==> src/rtl/program_loader.sv <==
// ---------------------------------------------------------------------------
// program_loader
//
// Instruction store and boot sequencer for the 4-bit CPU. A program arrives
// as a valid/ready stream of words and is written into a DEPTH-entry store.
// Any locations after the program are padded with FILL_WORD (HLT). The CPU is
// held in reset until the store is fully consistent. The CPU fetches through
// a combinational read port indexed by its program counter.
//
// Optional feature: define PROGRAM_LOADER_CHECKSUM_EN to enable the CHK/ERR
// states. The payload is then followed by one extra stream word that must
// equal the XOR of all payload words; a mismatch parks the loader in ERR.
//
// Ports:
//   clk         in   single clock, rising edge
//   reset       in   synchronous, active-high
//   load_req    in   one-cycle request to (re)load a program
//   load_len    in   payload word count minus 1, sampled with load_req
//   in_valid    in   stream word valid
//   in_data     in   stream word
//   in_ready    out  loader accepts in_data this cycle
//   fetch_addr  in   CPU program counter
//   fetch_data  out  store contents at fetch_addr (combinational)
//   cpu_reset   out  CPU reset; high whenever the store is not runnable
//   busy        out  high in LOAD, CHK or FILL
//   done        out  one-cycle pulse on entry to RUN
//   err         out  checksum mismatch, held while in ERR
//   checksum    out  running XOR of accepted payload words
// ---------------------------------------------------------------------------
module program_loader #(
  parameter int                DEPTH     = 16,  // must equal 2**ADDR_W
  parameter int                ADDR_W    = 4,
  parameter int                DATA_W    = 4,
  parameter logic [DATA_W-1:0] FILL_WORD = 4'b1110
) (
  input  logic              clk,
  input  logic              reset,
  input  logic              load_req,
  input  logic [ADDR_W-1:0] load_len,
  input  logic              in_valid,
  input  logic [DATA_W-1:0] in_data,
  output logic              in_ready,
  input  logic [ADDR_W-1:0] fetch_addr,
  output logic [DATA_W-1:0] fetch_data,
  output logic              cpu_reset,
  output logic              busy,
  output logic              done,
  output logic              err,
  output logic [DATA_W-1:0] checksum
);

  localparam logic [ADDR_W-1:0] LAST_ADDR = ADDR_W'(DEPTH - 1);

  typedef enum logic [2:0] {
    ST_EMPTY,
    ST_LOAD,
    ST_CHK,
    ST_FILL,
    ST_RUN,
    ST_ERR
  } state_t;

  state_t            state;
  state_t            next_state;
  logic [ADDR_W-1:0] len;
  logic [ADDR_W-1:0] wa;
  logic [DATA_W-1:0] csum;
  logic              done_q;

  logic [DATA_W-1:0] store [DEPTH];

  logic              we;
  logic [DATA_W-1:0] wdata;

  logic accept;
  logic last_word;
  logic len_full;
  logic idle_state;

  assign accept     = in_valid & in_ready;
  assign last_word  = (wa == len);
  assign len_full   = (len == LAST_ADDR);
  // States from which a new load may be started; load_req is ignored otherwise.
  assign idle_state = (state == ST_EMPTY) || (state == ST_RUN) || (state == ST_ERR);

  // -------------------------------------------------------------------------
  // State register and datapath registers
  // -------------------------------------------------------------------------
  // NOTE: sequential state uses non-blocking assignments so every register
  // samples the pre-edge values of the others, independent of statement order.
  always_ff @(posedge clk) begin
    if (reset) begin
      state  <= ST_EMPTY;
      len    <= '0;
      wa     <= '0;
      csum   <= '0;
      done_q <= 1'b0;
    end else begin
      state  <= next_state;
      // done is high for exactly the first cycle spent in RUN.
      done_q <= (next_state == ST_RUN) && (state != ST_RUN);

      if (idle_state && load_req) begin
        len  <= load_len;
        wa   <= '0;
        csum <= '0;
      end else if (state == ST_LOAD && accept) begin
        csum <= csum ^ in_data;
        wa   <= wa + 1'b1;
      end else if (state == ST_FILL) begin
        wa   <= wa + 1'b1;
      end
    end
  end

  // -------------------------------------------------------------------------
  // Next-state logic
  // -------------------------------------------------------------------------
  always_comb begin
    // NOTE: default assignment first so no path through the case leaves
    // next_state unassigned, which would otherwise infer a latch.
    next_state = state;
    case (state)
      ST_EMPTY, ST_RUN: begin
        if (load_req) next_state = ST_LOAD;
      end
      ST_LOAD: begin
        if (accept && last_word) begin
`ifdef PROGRAM_LOADER_CHECKSUM_EN
          next_state = ST_CHK;
`else
          // A full-length program leaves nothing to pad.
          next_state = len_full ? ST_RUN : ST_FILL;
`endif
        end
      end
`ifdef PROGRAM_LOADER_CHECKSUM_EN
      ST_CHK: begin
        // csum already includes the last payload word at this point.
        if (accept) begin
          if (in_data == csum) next_state = len_full ? ST_RUN : ST_FILL;
          else                 next_state = ST_ERR;
        end
      end
      ST_ERR: begin
        if (load_req) next_state = ST_LOAD;
      end
`endif
      ST_FILL: begin
        // The write at the last address happens on this same edge.
        if (wa == LAST_ADDR) next_state = ST_RUN;
      end
      default: next_state = ST_EMPTY;
    endcase
  end

  // -------------------------------------------------------------------------
  // Output and write-port decode
  // -------------------------------------------------------------------------
  always_comb begin
    in_ready  = 1'b0;
    busy      = 1'b0;
    cpu_reset = 1'b1;
    err       = 1'b0;
    we        = 1'b0;
    wdata     = FILL_WORD;
    case (state)
      ST_LOAD: begin
        in_ready = 1'b1;
        busy     = 1'b1;
        we       = in_valid;
        wdata    = in_data;
      end
`ifdef PROGRAM_LOADER_CHECKSUM_EN
      ST_CHK: begin
        in_ready = 1'b1;
        busy     = 1'b1;
      end
      ST_ERR: begin
        err = 1'b1;
      end
`endif
      ST_FILL: begin
        busy  = 1'b1;
        we    = 1'b1;
        wdata = FILL_WORD;
      end
      ST_RUN: begin
        cpu_reset = 1'b0;
      end
      default: ;
    endcase
    // A reset edge aborts the load without touching the store.
    if (reset) we = 1'b0;
  end

  assign done     = done_q;
  assign checksum = csum;

  // -------------------------------------------------------------------------
  // Instruction store
  // -------------------------------------------------------------------------
  // NOTE: the store array is deliberately not reset; it maps onto plain RAM
  // and reset only has to keep the CPU from running stale contents, which
  // cpu_reset already guarantees.
  always_ff @(posedge clk) begin
    if (we) store[wa] <= wdata;
  end

  // Asynchronous read: a write in the same cycle is seen only after the edge.
  assign fetch_data = store[fetch_addr];

endmodule

==> config.mk <==
export PLATFORM = sky130hd
export DESIGN_NAME = program_loader
export DESIGN_NICKNAME = d
export VERILOG_FILES = /design/src/rtl/program_loader.sv
export SDC_FILE = /design/constraint.sdc
export NUM_CORES = 1
export LEC_CHECK = 0
export BUFFER_PORTS_ARGS = -buffer_cell sky130_fd_sc_hd__buf_2
export CORE_MARGIN = 5
export CORE_UTILIZATION = 59
export DETAILED_ROUTE_END_ITERATION = 8
export PLACE_DENSITY_LB_ADDON = 0.15
export RECOVER_POWER = 25
export SLEW_MARGIN = 20
export SYNTH_ARGS = -nofsm -noshare
export SYNTH_HDL_FRONTEND = slang
export SYNTH_SLANG_ARGS = --single-unit
==> constraint.sdc <==
create_clock -name clk -period 2.65 [get_ports clk]
set_clock_uncertainty 0.2 [all_clocks]
set_input_delay 0.53 -clock clk [delete_from_list [all_inputs] [get_ports clk]]
set_output_delay 0.53 -clock clk [all_outputs]
set_load 0.02 [all_outputs]
# == Word level (Yosys, flattened, before mapping) ==
# Memory sizes are Yosys's and may differ from the RTL's.
# Index checks and enable logic that the tools add are counted.
# op_classes
add_sub_neg,1
eq_ne,9
n_mux,15
bitwise,2
reduce_logical,11
# op_table
op,n
3-bit two-way mux,4
4-bit two-way mux,3
"3-bit equality test, second input constant",3
3-bit one-hot mux with 3 select lines,1
"4-bit equality test, second input constant",2
1-bit two-way mux,6
2-bit OR reduction,3
"4-bit by 1-bit adder with 4-bit output, second input constant",1
4-bit equality test,1
1-bit logical AND,4
4-bit XOR,1
"3-bit by 1-bit equality test with 1-bit output, second input constant",1
"3-bit by 2-bit equality test with 1-bit output, second input constant",1
3-bit zero test,1
"3-bit != test, second input constant",1
1-bit logical OR,2
1-bit one-hot mux with 2 select lines,1
2-bit nonzero test,1
1-bit AND,1
# word_totals
register_bits,16
ramBits,64
inputBits,16
output_inout_bits,13
wordCells,44
n_memories,1
# mem_list
name,words,width,read_ports,rd_clocked_by_memory_dff,write_ports,line,text
store,16,4,1,0,1,70,logic [DATA_W-1:0] store [DEPTH];

# == Longest topological paths before layout ==
# Gate-level depths: netlist of the first run.
# depth
word_depth,8
depth_mapped,6
depth_no_buf,5

# == Worst setup path after synthesis of the first run ==
# Ideal clock, no wire load.
# synth_path
path_kind,input-to-output
startpoint,input fetch_addr[1]
endpoint,output fetch_data[2]
t_arrival_ps,1610
t_required_ps,1920
path_slack_ps,310
stages,5
n_path_buf,2
cell_sequence,clkbuf_1 -> buf_2 -> mux4_2 -> a22oi_1 -> nand3_1
# synth_via
elab_chain_cells,1
# synth_lines
item,line,text
from (decl),43,"input logic [ADDR_W-1:0] fetch_addr,"
memory read 16 x 4 bit,-,
to (decl),44,"output logic [DATA_W-1:0] fetch_data,"
# Every way passes these cells.

# == Worst setup path in the final report of the first run ==
# layout_path
startpoint,input fetch_addr[0]
endpoint,output fetch_data[0]
# The elaborated chain is that of the path after synthesis.

==> results of run 1 <==
==> cell usage after synthesis (3+ instances only) <==
| master | n |
|---|---|
| nand2_1 | 14 |
| ha_1 | 4 |
| xnor2_1 | 3 |
| nor2_2 | 7 |
| mux4_2 | 3 |
| dfxtp_1 | 16 |
| xor2_1 | 8 |
| nand3_1 | 11 |
| inv_1 | 5 |
| o21ai_0 | 3 |
| nor3_1 | 7 |
| nand2b_1 | 4 |
| a22oi_1 | 4 |
| nor2_1 | 20 |
| buf_2 | 5 |
| edfxtp_1 | 64 |
| mux4_1 | 13 |
| mux2i_1 | 4 |
==> report_power, final <==
part	switching [mW]	leakage [nW]	internal (mW)
clock network	0.425	0.110	0.531
logic	0.116	0.514	0.0728
registers	0.0113	0.701	1.37
total	0.553	1.32	1.98
==> worst paths after layout <==
| path | startpoint | end | slack, ns | cells after the start |
|---|---|---|---|---|
| hold / removal | load_len[3] | len[3] | 0.23 | 3 |
| setup reg to reg | state[1] | store[1][0] | 0.41 | 4 |
| hold reg to reg | checksum[3] | checksum[3] | 0.31 | 2 |
| setup / recovery | fetch_addr[0] | fetch_data[0] | 0.09 | 6 |
==> sequential cells by signal (all words and copies together) (netlist names) <==
| name | flops |
|---|---|
| checksum | 4 |
| done | 1 |
| state | 3 |
| store | 64 |
| wa | 4 |
| len | 4 |
==> layout make-up <==
type | count | area [sq um] | share of cell area, %
Tap cell | 72 | 90.1 | 2.35
Clock buffer | 9 | 124 | 3.23
Sequential cell | 80 | 2240 | 58.4
Timing Repair Buffer | 34 | 174 | 4.53
Multi-Input combinational cell | 128 | 1090 | 28.4
Clock inverter | 7 | 95.1 | 2.48
Inverter | 6 | 22.5 | 0.587
==> what timing repair did <==
action / CTS / global route
endpoints found under the setup margin: 0 / 2
setup buffers: 0 / 0
resized for setup: 0 / 4
==> per-stage QoR <==
| step | cells | cell area (sq um) | setup WS [ns] | total power [mW] |
|---|---|---|---|---|
| finish | 336 | 3840 | 0.0874 | 2.53 |
| global route | 336 | 3840 | -0.00302 | 2.63 |
| CTS | 336 | 3880 | 0.0126 | 2.55 |
| detailed placement | 320 | 3660 | 0.0180 | 1.61 |
| global placement | 320 | 3660 | 0.0699 | 1.60 |
| floorplan | 225 | 3450 | 0.310 | 1.55 |
==> cell families (layout without fill, tap and decap cells) <==
| kind of cell | count (synthesis) | count (layout) | synth area share, % |
|---|---|---|---|
| xor gates and xnor gates | 11 | 11 | 2.79 |
| adders and majority gates | 4 | 4 | 1.45 |
| and+or+nand+nor | 80 | 80 | 12.1 |
| muxes | 20 | 20 | 13.0 |
| other | 1 | 1 | 0.109 |
| buffers and inverters | 17 | 56 | 3.04 |
| AOI/OAI and AO/OA | 12 | 12 | 2.57 |
| DFF | 80 | 80 | 64.9 |
==> metal layers <==
| layer | track usage (%) | part of all wire (%) | up-vias |
|---|---|---|---|
| li1 | - | - | 920 |
| met1 | 22.8 | 44 | 931 |
| met2 | 29.0 | 50 | 43 |
| met3 | 4.18 | 4.7 | 10 |
| met4 | 6.80 | 1.5 | 0 |
| met5 | 0 | 0 | - |
==> worst min-delay path, delay by kind of cell <==
kind                   cells  cell delay (ns)
and+or+nand+nor            1             0.07
muxes                      1             0.06
buffers and inverters      1             0.08
==> placed cells by master (no fill, tap or decap), types with 2 or more instances in the layout <==
master	n
nand2b_1	4
mux2i_1	4
dfxtp_1	16
xor2_1	8
edfxtp_1	64
clkbuf_8	9
clkbuf_1	11
xnor2_1	3
a22oi_2	2
inv_1	5
nor2_2	7
nor3_1	8
ha_1	4
or2b_1	2
nand2_1	14
bufinv_16	2
a22oi_1	2
nand3_1	11
mux4_1	11
nor2b_1	2
clkinv_2	2
nor4_1	2
mux4_2	5
o21ai_0	3
nor3b_1	2
buf_2	21
nor2_1	20
==> impl_metrics.ini, run 1 <==
[global_route]
grt_pass1_wl_microns = 9800
grt_max_degree = 17
grt_util_all_layers_pct = 17.6
overflow = 0
antenna_found_initial = 0
first_global_vias = 1930

[power_and_ir_drop]
p_per_area_nw_per_um2 = 659
irDropWorstVdd_mv = 0.423
cellLeakagePower_nw = 1.32

[worst_setup_path]
endpoint_kind = output pin
cp.buffers_inverters = 3
critPathLaunchType = primary input
arrival_ns = 1.83
crit_family = multiplexers
crit_type = in -> out
critPathMaxStageDelay_ns = 0.58
slowest_stage = mux4_1
path_max_fanout = 14
critPathRequiredTime_ns = 1.92
crit_top_cell = buf_2
crit_chain = buf_2 -> buf_12 -> mux4_1 -> a22oi_2 -> nand3_1 -> buf_2

[routing]
wire_per_inst_microns = 17.5
dr.pass1.iters = 4
drtIter0Drc = 87
ant_nets = 0
drc = 0
via_per_inst = 5.67
drt-total-wl_microns = 5870
dr_total_vias = 1904

[floorplan]
fp.dieW_microns = 86.5
design.core.area_sq_um = 5610
io_pins = 29
rows = 27
start_util_pct = 61.6
die-area_sq_um = 7480
die_height_microns = 86.5

[synthesis]
synth_ff_type = edfxtp_1
syn_nets = 245
synth_area_per_cell_sq_um = 15.3
ys_seq_area_share_pct = 64.9
netlist.area_leader.share_pct = 55.7
synth-edff-count = 64
async_flop_share_pct = 0
postSynthCellCount = 225
synth_area_leader_cell = edfxtp_1
synth-seq-cells = 80
netlist_top_cells_area = edfxtp_1 (56%), mux4_1 (9.9%), dfxtp_1 (9.3%)
yosysUniqueCellTypes = 43
syn_area_sq_um = 3450
synth_warnings = 0

[timing]
tightest_slew_ns = 0.634
fmax_mhz = 390
period_share_pct = 96.7
setup_tns_ns = 0
hold_viol_final = 0
slew_headroom_pct = 57.4
rsz0062_at_grt = true
min_period_ns = 2.56
setup_viol = 0
holdWs_ns = 0.225
maxSlewViolCount = 0

[clock_network]
clock-sinks = 80
cts_root_buffer = clkbuf_8
holdBufCountCts = 0
clk_pin_slew_ns = 0.07
clock_path_buffers = 2
htree_levels = 3
clock_latency_ns = 0.34
cts_buffers = 9
cts_tree = done

[place]
hpwl_microns = 4170
io_buffers = 27
gp_congestion = 0.778

[job]
max-cap-violations = 0

[finish]
post-route-util_pct = 68.5
area_growth_pct = 11.2
n_fill_cell = 395
layout-drive-gt1-share_pct = 21.6
n_antenna_cell = 0
final_net_count = 279

[worst_hold_path]
hold_path_class = in -> reg

[run_status]
status = finished, final reports clean
No activity file was read; power rests on OpenSTA's default activity.
==> inputs of run 2 (changes only) <==
Settings changed: CORE_UTILIZATION 59 to 60.
Clock period 2.65 ns to 3.2 ns, I/O delays scaled along.
==> impl_metrics.ini, run 2 (synthesis gave the netlist of run 1 again) <==
[worst_hold_path]
hold_path_class = reg -> reg
min_from = state[2]

[timing]
fmax_mhz = 346
setup_tns_ns = 0
setup_viol = 0
hold_viol_final = 0
maxSlewViolCount = 0
rsz0062_at_grt = false
min_period_ns = 2.89
period_share_pct = 90.3
slew_headroom_pct = 51.6
holdWs_ns = 0.315
tightest_slew_ns = 0.721
finalWorstSetupSlack_ns = 0.311

[routing]
dr_total_vias = 1895
ant_nets = 0
dr.pass1.iters = 4
drt-total-wl_microns = 6270
drtIter0Drc = 153
via_per_inst = 5.73
wire_per_inst_microns = 18.9
drc = 0

[global_route]
antenna_found_initial = 0
grt_pass1_wl_microns = 10000
overflow = 0
grt_max_degree = 17
first_global_vias = 1903
grt_util_all_layers_pct = 19.0

[floorplan]
io_pins = 29
rows = 27
die-area_sq_um = 7370
fp.dieW_microns = 85.9
start_util_pct = 62.3
die_height_microns = 85.9
design.core.area_sq_um = 5540

[worst_setup_path]
crit_chain = buf_2 -> mux4_1 -> a22oi_1 -> nand3_1 -> buf_2
crit_top_cell = buf_2
slowest_stage = mux4_1
endpoint_kind = output pin
crit_family = multiplexers
reg2reg_from = state[2]
arrival_ns = 2.05
path_max_fanout = 10
critPathRequiredTime_ns = 2.36
crit_type = in -> out
cp.buffers_inverters = 2
crit_start = fetch_addr[0]
critPathMaxStageDelay_ns = 0.60
critPathLaunchType = primary input

[finish]
regArea_sq_um = 2240
final_net_count = 275
n_antenna_cell = 0
final_cell_mix = edfxtp_1 (64), buf_2 (22), nor2_1 (20), dfxtp_1 (16), nand2_1 (14)
regMostFlops = store
largest_reg_flops = 64
stdcell_area_sq_um = 3810
n_fill_cell = 385
layout-drive-gt1-share_pct = 20.8
area_growth_pct = 10.4
post-route-util_pct = 68.8
multi_input_area_sq_um = 1090
fin_cells = 331
layout_commonest_cell = edfxtp_1

[place]
io_buffers = 27
hpwl_microns = 4420
place_inst = 316
placed_area_sq_um = 3620
dp_slack_ns = 0.263
gp_congestion = 0.781

[clock_network]
cts_buffers = 9
clk_pin_slew_ns = 0.08
clock-sinks = 80
ctsResizeCount = 0
holdBufCountCts = 0
clock_latency_ns = 0.34
post_cts_buffers = 0
cts_root_buffer = clkbuf_8
clock_path_buffers = 2
cts_tree = done
htree_levels = 3

[job]
max-cap-violations = 0

[power_and_ir_drop]
irDropWorstVdd_mv = 0.338
p_per_area_nw_per_um2 = 552
cellLeakagePower_nw = 1.32
finalPower_mw = 2.10

[run_status]
status = finished, final reports clean
[run 2: power by group]
| part | switching (mW) | internal [mW] |
|---|---|---|
| Sequential | 0.00911 | 1.14 |
| Clock | 0.365 | 0.440 |
| Combinational | 0.0952 | 0.0567 |
| Total | 0.470 | 1.63 |
[run 2: final timing paths]
kind	to	slack, ns	cells past startpoint
worst max-delay path	fetch_data[0]	0.31	5
worst max register to register	store[0][0]	0.90	4
worst min register to register	done	0.32	1
worst min-delay path	done	0.32	1
[run 2: per-layer routing]
layer,track usage [%],vias up,share of wire [%]
li1,-,909,-
met4,9.06,0,1.7
met2,30.5,69,50
met3,3.75,8,6.2
met1,25.0,909,42
met5,0,-,0
[run 2: area by class of cell]
type                    instances  area share, %
clock inverters                 6           2.46
flip-flops and latches         80           58.8
inverters                       6          0.591
well taps                      72           2.36
repair buffers                 30           3.87
multi-input cells             128           28.7
clock buffers                   9           3.25
[run 2: worst register-to-register path: cells and delay by family, from the launching register on]
kind | cells | cell delay [ns]
DFF | 1 | 0.34
and+or+nand+nor | 4 | 1.40
==> inputs of run 3 (changes only) <==
Settings changed: ABC_AREA set to 1, SLEW_MARGIN 20 to 25.
==> impl_metrics.ini, run 3 <==
[run_status]
status = finished, final reports clean

[clock_network]
htree_levels = 3
clock_path_buffers = 2
clock-sinks = 80
cts_buffers = 9
holdBufCountCts = 0
ctsResizeCount = 0
cts_tree = done
cts_root_buffer = clkbuf_8
clock_latency_ns = 0.34
post_cts_buffers = 0
clk_pin_slew_ns = 0.07

[place]
placed_area_sq_um = 3770
dp_slack_ns = 0.576
place_inst = 448
io_buffers = 27
gp_congestion = 0.812
hpwl_microns = 4980

[routing]
drc = 0
ant_nets = 0
drt-total-wl_microns = 7170
dr_total_vias = 2486
wire_per_inst_microns = 15.5
dr.pass1.iters = 6
drtIter0Drc = 190
via_per_inst = 5.36

[timing]
tightest_slew_ns = 0.932
holdWs_ns = 0.273
rsz0062_at_grt = false
slew_headroom_pct = 37.8
min_period_ns = 2.67
hold_viol_final = 0
finalWorstSetupSlack_ns = 0.529
setup_tns_ns = 0
setup_viol = 0
fmax_mhz = 374
period_share_pct = 83.5
maxSlewViolCount = 0

[finish]
area_growth_pct = 10.4
layout-drive-gt1-share_pct = 12.1
final_net_count = 404
final_cell_mix = edfxtp_1 (64), inv_1 (60), nand2_1 (55), nand3_1 (32), a21oi_1 (28)
post-route-util_pct = 67.4
stdcell_area_sq_um = 3950
regMostFlops = store
largest_reg_flops = 64
n_antenna_cell = 0
layout_commonest_cell = edfxtp_1
fin_cells = 464
multi_input_area_sq_um = 1010
n_fill_cell = 455
regArea_sq_um = 2240

[worst_setup_path]
r2r_cells = 7
r2r-end = store[7][1]
endpoint_kind = output pin
arrival_ns = 1.83
critPathLaunchType = primary input
reg2reg_from = state[1]
path_max_fanout = 46
critPathRequiredTime_ns = 2.36
crit_type = in -> out
reg2reg_slack_ns = 0.64

[global_route]
overflow = 0
first_global_vias = 2420
grt_util_all_layers_pct = 20.7
grt_pass1_wl_microns = 12000
grt_max_degree = 47
antenna_found_initial = 0

[synthesis]
syn_area_sq_um = 3570
netlist.area_leader.share_pct = 53.8
yosys-top-cells-count = edfxtp_1 (64), inv_1 (59), nand2_1 (55), nand3_1 (31), a21oi_1 (28)
yosysUniqueCellTypes = 25
ys_seq_area_share_pct = 62.8
synth_ff_type = edfxtp_1
async_flop_share_pct = 0
synth-edff-count = 64
postSynthCellCount = 356
syn_nets = 376
synth_warnings = 0
synth-seq-cells = 80
synthMostInstantiatedCell = edfxtp_1
netlist_top_cells_area = edfxtp_1 (54%), dfxtp_1 (9.0%), inv_1 (6.2%)
synth_area_leader_cell = edfxtp_1
synth_area_per_cell_sq_um = 10.0

[floorplan]
start_util_pct = 61.1
fp.dieW_microns = 87.2
die-area_sq_um = 7600
io_pins = 29
die_height_microns = 87.2
rows = 28
design.core.area_sq_um = 5850

[worst_hold_path]
min_from = checksum[0]
whs_path_depth = 2
hold_path_class = reg -> reg
min_to = checksum[0]

[power_and_ir_drop]
finalPower_mw = 2.08
irDropWorstVdd_mv = 0.285
p_per_area_nw_per_um2 = 527
cellLeakagePower_nw = 1.54

[job]
max-cap-violations = 0
==> run 3: where the power goes <==
part	internal [mW]	switching, mW
combinational	0.0492	0.110
clock	0.435	0.346
sequential	1.13	0.00691
==> run 3: per-layer routing <==
layer	track usage [%]	share of wire, %	routed length, microns	vias to the layer above
li1	-	-	-	1248
met1	27.7	42	3010	1153
met2	33.6	50	3560	73
met3	3.88	6.7	478	12
met4	8.37	1.7	119	0
met5	0	0	0	-
==> run 3: critical path, cell delays in order <==
cell and delay [ns]:
buf_2 0.28, buf_12 0.25, nand2_1 0.08, o211ai_1 0.10
nand3_1 0.12, nand3_1 0.11, nand2_1 0.07, buf_2 0.16
==> run 3: final cells by class <==
class                   instances  share of cell area (%)
clock buffers                  10                    3.24
clock inverters                 6                    2.12
inverters                      61                    5.80
multi-input cells             203                    25.6
flip-flops and latches         80                    56.8
well taps                      75                    2.38
repair buffers                 29                    4.03
==> run 3: worst max path at each step <==
stage,from,endpoint,slack (ns),depth (start not counted)
floorplan,fetch_addr[0],fetch_data[2],0.91,7
global placement,fetch_addr[0],fetch_data[2],0.60,8
detailed placement,fetch_addr[0],fetch_data[0],0.58,8
CTS,fetch_addr[0],fetch_data[3],0.54,8
global route,fetch_addr[0],fetch_data[3],0.38,8
finish,fetch_addr[0],fetch_data[3],0.53,8
==> run 3: cell families (layout without fill, tap and decap cells) <==
group	count (synthesis)	in the layout	share of synthesized area, %
flops	80	80	62.8
fa+ha+maj	4	4	1.40
simple gates	129	129	16.8
other cells	1	1	0.105
buf+inv	73	106	8.02
compound gates	69	69	10.9
